==> src/rtl/alu_pkg.sv <==
// Shared ALU issue definitions: unit selects, sub-op codes,
// RV32I opcodes and the decoded bundle handed to the ALU.
package alu_pkg;

   localparam int DATA_W = 32;

   localparam logic [2:0] OP_SEL_NONE = 3'b000;
   localparam logic [2:0] OP_SEL_ADD  = 3'b001;
   localparam logic [2:0] OP_SEL_CMP  = 3'b010;
   localparam logic [2:0] OP_SEL_BOOL = 3'b100;

   localparam logic [1:0] BOOL_XOR     = 2'b00;
   localparam logic [1:0] BOOL_OR      = 2'b10;
   localparam logic [1:0] BOOL_AND     = 2'b11;
   localparam logic [1:0] CMP_SIGNED   = 2'b00;
   localparam logic [1:0] CMP_UNSIGNED = 2'b01;

   localparam logic [6:0] OPC_OP     = 7'b0110011;
   localparam logic [6:0] OPC_OP_IMM = 7'b0010011;
   localparam logic [6:0] OPC_LUI    = 7'b0110111;
   localparam logic [6:0] OPC_AUIPC  = 7'b0010111;

   typedef struct packed {
      logic [DATA_W-1:0] op_a;
      logic [DATA_W-1:0] op_b;
      logic              sub;
      logic [1:0]        bool_op;
      logic [2:0]        op_sel;
      logic [4:0]        rd;
      logic              rd_we;
      logic              illegal;
   } alu_bundle_t;

endpackage

==> src/rtl/alu_issue_decode.sv <==
// Combinational RV32I integer-ALU decoder: instruction word,
// PC and register data in, ALU control bundle out.
module alu_issue_decode
   import alu_pkg::*;
(
   input  logic [31:0]       insn,
   input  logic [DATA_W-1:0] pc,
   input  logic [DATA_W-1:0] rs1_data,
   input  logic [DATA_W-1:0] rs2_data,
   output alu_bundle_t       bundle
);

   logic [6:0]        opcode;
   logic [2:0]        funct3;
   logic [6:0]        funct7;
   logic [4:0]        rd;
   logic [DATA_W-1:0] imm_i;
   logic [DATA_W-1:0] imm_u;

   assign opcode = insn[6:0];
   assign rd     = insn[11:7];
   assign funct3 = insn[14:12];
   assign funct7 = insn[31:25];
   assign imm_i  = {{20{insn[31]}}, insn[31:20]};
   assign imm_u  = {insn[31:12], 12'b0};

   // Decode opcode/funct fields; anything unsupported becomes an inert illegal bundle
   always_comb begin
      logic              legal;
      logic              is_op;
      logic              f7_ok;
      logic              sub;
      logic [1:0]        bop;
      logic [2:0]        sel;
      logic [DATA_W-1:0] a;
      logic [DATA_W-1:0] b;
      legal = 1'b0;
      sub   = 1'b0;
      bop   = 2'b00;
      sel   = OP_SEL_NONE;
      a     = '0;
      b     = '0;
      is_op = (opcode == OPC_OP);
      f7_ok = (funct7 == 7'b0000000) ||
              (funct7 == 7'b0100000 && funct3 == 3'b000);
      bundle = '0;
      if (is_op || opcode == OPC_OP_IMM) begin
         legal = !is_op || f7_ok;
         a     = rs1_data;
         b     = is_op ? rs2_data : imm_i;
         case (funct3)
            3'b000: begin
               sel = OP_SEL_ADD;
               sub = is_op & funct7[5];
            end
            3'b010: begin
               sel = OP_SEL_CMP;
               bop = CMP_SIGNED;
               sub = 1'b1;
            end
            3'b011: begin
               sel = OP_SEL_CMP;
               bop = CMP_UNSIGNED;
               sub = 1'b1;
            end
            3'b100: begin
               sel = OP_SEL_BOOL;
               bop = BOOL_XOR;
            end
            3'b110: begin
               sel = OP_SEL_BOOL;
               bop = BOOL_OR;
            end
            3'b111: begin
               sel = OP_SEL_BOOL;
               bop = BOOL_AND;
            end
            default: legal = 1'b0;
         endcase
      end else if (opcode == OPC_LUI || opcode == OPC_AUIPC) begin
         legal = 1'b1;
         sel   = OP_SEL_ADD;
         a     = (opcode == OPC_AUIPC) ? pc : '0;
         b     = imm_u;
      end
      bundle.rd      = rd;
      bundle.illegal = !legal;
      bundle.rd_we   = legal && (rd != 5'd0);
      if (legal) begin
         bundle.op_a    = a;
         bundle.op_b    = b;
         bundle.sub     = sub;
         bundle.bool_op = bop;
         bundle.op_sel  = sel;
      end
   end

endmodule

==> src/rtl/alu_issue_stage.sv <==
// ALU issue stage: decode plus output register and skid register.
// Define ALU_ISSUE_FWD_EN to add the writeback bypass ports.
module alu_issue_stage
   import alu_pkg::*;
#(
   parameter int XLEN = 32
) (
   input  logic            i_clk,
   input  logic            i_rst,
   input  logic            i_valid,
   output logic            o_ready,
   input  logic [31:0]     i_insn,
   input  logic [XLEN-1:0] i_pc,
   input  logic [XLEN-1:0] i_rs1_data,
   input  logic [XLEN-1:0] i_rs2_data,
   input  logic            i_flush,
   output logic            o_valid,
   input  logic            i_ready,
`ifdef ALU_ISSUE_FWD_EN
   input  logic            i_wb_we,
   input  logic [4:0]      i_wb_rd,
   input  logic [XLEN-1:0] i_wb_data,
`endif
   output logic [XLEN-1:0] o_op_a,
   output logic [XLEN-1:0] o_op_b,
   output logic            o_sub,
   output logic [1:0]      o_bool_op,
   output logic [2:0]      o_op_sel,
   output logic [4:0]      o_rd,
   output logic            o_rd_we,
   output logic            o_illegal
);

   logic [XLEN-1:0] rs1_val;
   logic [XLEN-1:0] rs2_val;
   alu_bundle_t     dec;
   alu_bundle_t     out_q;
   alu_bundle_t     skid_q;
   logic            out_valid;
   logic            skid_valid;
   logic            accept;

`ifdef ALU_ISSUE_FWD_EN
   // Bypass the writeback value over stale register-file data
   always_comb begin
      logic [4:0] rs1;
      logic [4:0] rs2;
      rs1     = i_insn[19:15];
      rs2     = i_insn[24:20];
      rs1_val = i_rs1_data;
      rs2_val = i_rs2_data;
      if (i_wb_we && i_wb_rd != 5'd0 && i_wb_rd == rs1)
         rs1_val = i_wb_data;
      if (i_wb_we && i_wb_rd != 5'd0 && i_wb_rd == rs2)
         rs2_val = i_wb_data;
   end
`else
   assign rs1_val = i_rs1_data;
   assign rs2_val = i_rs2_data;
`endif

   alu_issue_decode u_dec (
      .insn     (i_insn),
      .pc       (i_pc),
      .rs1_data (rs1_val),
      .rs2_data (rs2_val),
      .bundle   (dec)
   );

   assign accept  = i_valid && !skid_valid;
   assign o_ready = !skid_valid;

   // Output register refills from skid first so ordering is kept
   always_ff @(posedge i_clk or posedge i_rst) begin
      if (i_rst) begin
         out_q      <= '0;
         skid_q     <= '0;
         out_valid  <= 1'b0;
         skid_valid <= 1'b0;
      end else if (i_flush) begin
         out_valid  <= 1'b0;
         skid_valid <= 1'b0;
      end else if (!out_valid || i_ready) begin
         if (skid_valid) begin
            out_q      <= skid_q;
            out_valid  <= 1'b1;
            skid_valid <= 1'b0;
         end else begin
            out_valid <= accept;
            if (accept)
               out_q <= dec;
         end
      end else if (accept) begin
         skid_q     <= dec;
         skid_valid <= 1'b1;
      end
   end

   assign o_valid   = out_valid;
   assign o_op_a    = out_q.op_a;
   assign o_op_b    = out_q.op_b;
   assign o_sub     = out_q.sub;
   assign o_bool_op = out_q.bool_op;
   assign o_op_sel  = out_q.op_sel;
   assign o_rd      = out_q.rd;
   assign o_rd_we   = out_q.rd_we;
   assign o_illegal = out_q.illegal;

endmodule
==> config.mk <==
export PLATFORM = sky130hd
export DESIGN_NAME = alu_issue_stage
export DESIGN_NICKNAME = d
export VERILOG_FILES = /design/src/rtl/alu_pkg.sv /design/src/rtl/alu_issue_decode.sv /design/src/rtl/alu_issue_stage.sv
export SDC_FILE = /design/constraint.sdc
export NUM_CORES = 1
export LEC_CHECK = 0
export ABC_AREA = 1
export CELL_PAD_IN_SITES_DETAIL_PLACEMENT = 0
export CELL_PAD_IN_SITES_GLOBAL_PLACEMENT = 1
export CORE_ASPECT_RATIO = 0.8
export CORE_MARGIN = 5
export CORE_UTILIZATION = 38
export DETAILED_ROUTE_END_ITERATION = 10
export PLACE_DENSITY = 0.95
export SLEW_MARGIN = 0
export SYNTH_ARGS = -nofsm -noshare
export SYNTH_HDL_FRONTEND = slang
export SYNTH_HIERARCHICAL = 1
export SYNTH_SLANG_ARGS = --single-unit
==> constraint.sdc <==
create_clock -name i_clk -period 8.4 [get_ports i_clk]
set_input_delay 1.68 -clock i_clk [delete_from_list [all_inputs] [get_ports i_clk]]
set_output_delay 1.68 -clock i_clk [all_outputs]
set_load 0.005 [all_outputs]
==> impl_metrics.py <==
metrics = {
    "power_and_ir_drop": {
        "intPower_w": 0.00130,
        "switching_share_pct": 25.8,
        "pwr_density_cell_nw_per_um2": 153,
        "power_leakage_nw": 5.90,
        "p_switching_w": 0.000451,
        "p_clk_share_pct": 45.3,
        "power_frac_comb_pct": 10.5,
        "seqPwrFrac_pct": 44.1,
        "ir_worst_vdd_mv": 0.131,
    },
    "sta": {
        "setup_viol": 0,
        "worst_slack_ps": 4140,
        "post-route-period-util_pct": 50.7,
        "rsz0062_at_grt": "no",
        "fin_hold_ws_ps": 470,
        "finalCriticalPeriod_ps": 4260,
        "slew_viol_final": 0,
        "finalClockSkew_ps": 14.4,
        "hold_viol": 0,
        "max_freq_ghz": 0.235,
        "worst_pin_slew_ps": 1070,
        "setup_tns_ps": 0,
        "slew_headroom_pct": 28.4,
    },
    "finish": {
        "final_util_pct": 50.8,
        "layout-area-overhead-vs-synth_pct": 31.2,
        "final_cells": 1747,
        "drive_gt1_share_pct": 5.00,
        "nets": 1560,
    },
    "worst_setup_path": {
        "r2r-start": "skid_valid",
        "worstPathMaxFanout": 53,
        "reg2reg_depth": 6,
        "critPathRequiredTime_ps": 8760,
        "r2r_setup_slack_ps": 5400,
        "critPathKind": "primary input to flop",
        "cp-start-kind": "primary input",
        "rr_endpoint": "o_op_sel[1]",
        "worstSetupEndpointType": "flop",
        "crit_arrival_ps": 4620,
    },
    "floorplan": {
        "die_h_um": 145,
        "top_level_ports": 212,
        "initial_core_util_pct": 38.7,
        "rows": 49,
        "core_area_um2": 22500,
        "die_w_um": 179,
        "die_area_um2": 26100,
    },
    "worst_hold_path": {
        "min_path_type": "flop to flop",
        "hold_start": "skid_q[48]",
        "whs_endpoint": "skid_q[48]",
        "holdPathStages": 2,
    },
    "clock_tree": {
        "clk-insertion-delay-late_ps": 430,
        "cts_tree": "done",
        "clk_path_buf_depth": 2,
        "post_cts_buffers": 0,
        "numCtsBuffers": 17,
        "clock-sinks": 156,
        "clk_pin_slew_ps": 60,
        "cts_hold_buffers": 0,
        "cts.htree.levels": 4,
        "cts_resized": 0,
        "ctsRootBufferMaster": "clkbuf_16",
    },
    "detailed_routing": {
        "drc": 0,
        "drt_first_pass_iters": 7,
        "drtAntennaViolNets": 0,
        "vias_per_cell": 5.03,
        "vias": 8785,
        "drt_wl_total_um": 28800,
        "drt_iter0_drc": 747,
        "wire_per_inst_um": 16.5,
    },
    "global_routing": {
        "grt_usage_pct": 22.4,
        "grt_max_degree": 106,
        "antenna_found_initial": 1,
        "grt_pass1_vias": 8601,
        "grt_remaining_overflow": 0,
        "grt_pass1_wl_um": 46900,
    },
    "logic_synthesis": {
        "yosys_warnings": 6,
        "synthesis.area_um2": 8710,
        "ys_seq_area_share_pct": 44.8,
        "ys_seq_elements": 156,
        "avgSynthCellArea_um2": 6.77,
        "yosysUniqueCellTypes": 24,
        "netlist_instances": 1286,
        "syn_nets": 1419,
    },
    "placed_design": {
        "place_inst": 1714,
        "port_buffers": 211,
        "place_congestion": 0.856,
        "post-place-ws_ps": 3790,
        "place_hpwl_um": 17600,
    },
    "status": {
        "status": "complete, no violations",
    },
    "job": {
        "drv_cap": 0,
    },
}
## worst max-delay path: stages
cell and delay (ps):
clkdlybuf4s50_1 480, nand2_1 70, inv_2 70, nand3b_1 130
nor2_4 110, buf_4 510, inv_2 490, nand2_4 400
nand2_1 90, nor2_1 210, nand2_1 90, nand2_1 90
nand3_1 80, nand2_1 90
## synth_stat cells (all sizes together)
library cell / n / share of area, %
nand3b: 1 / 0.086
nor2: 20 / 1.1
buf: 62 / 4.0
a22oi: 33 / 2.8
dfrtp: 156 / 45
nand3: 191 / 11
a21oi: 13 / 0.75
inv: 39 / 1.7
clkbuf: 36 / 1.6
nand2: 728 / 32
clkinv: 1 / 0.043
or2: 1 / 0.072
nor3b: 1 / 0.086
nand4: 1 / 0.072
nor3: 3 / 0.17
## power groups by stage
stage	registers, W	logic [W]	clock network (W)
floorplan	0.000785	0.0000813	0
global placement	0.000786	0.000184	0
detailed placement	0.000786	0.000185	0
CTS	0.000772	0.000186	0.000811
global route	0.000773	0.000202	0.000842
finish	0.000772	0.000184	0.000792
## logic make-up after synthesis
kind of cell           synth area share, %
AOI/OAI and AO/OA                     3.59
buffers and inverters                 7.30
DFF                                   44.8
and+or+nand+nor                       44.3
## per-stage QoR
stage,total power (W),cell area [um^2]
floorplan,0.000867,8710
global placement,0.000970,10800
detailed placement,0.000971,10800
CTS,0.00177,11400
global route,0.00182,11400
finish,0.00175,11400
## how the worst max path moves through the flow
stage	startpoint	endpoint	slack, ps	cells past startpoint
6_report	i_insn[1]	o_bool_op[0]	4140	14
5_1_grt	i_insn[1]	o_op_sel[1]	3860	14
4_1_cts	i_insn[1]	o_bool_op[0]	4230	14
3_5_place_dp	i_insn[1]	o_bool_op[0]	3790	14
3_3_place_gp	i_ready	skid_q[37]	3810	7
2_1_floorplan	i_rst	o_bool_op[0]	2510	1
## metal layers
layer,global-route usage (%),vias up,wire length (um)
li1,-,4316,-
met1,31.7,4168,13600
met2,35.1,263,13000
met3,5.01,38,1680
met4,5.48,0,571
met5,0,-,0
## state kept, by name (all words and copies together), names as in the netlist
register    cells
o_op_sel        3
o_op_b         32
o_bool_op       2
o_valid         1
skid_valid      1
o_illegal       1
o_rd_we         1
skid_q         77
o_rd            5
o_op_a         32
o_sub           1
## area by class of cell
cell class | instances | area (um^2)
clock inverter | 14 | 159
inverter | 40 | 155
clock buffer | 18 | 439
fill | 2249 | 11100
antenna | 1 | 2.50
timing repair buffer | 220 | 2180
sequential | 156 | 3910
tap | 306 | 383
multi-input combinational | 992 | 4200
## cells in the final DEF, fill, tap and decap left out, types with 3 or more instances in the layout
master and n:
nor2_1 13, clkdlybuf4s50_1 211, clkinvlp_4 4, nand2_4 3, inv_1 21, nand2_1 725
nand3_1 189, buf_4 9, nor3_1 3, nor2_4 4, dfrtp_1 155, inv_6 6
nor2_2 3, inv_2 17, clkbuf_16 17, a21oi_1 13, a22oi_1 33
Power figures use the tool's default switching activity.
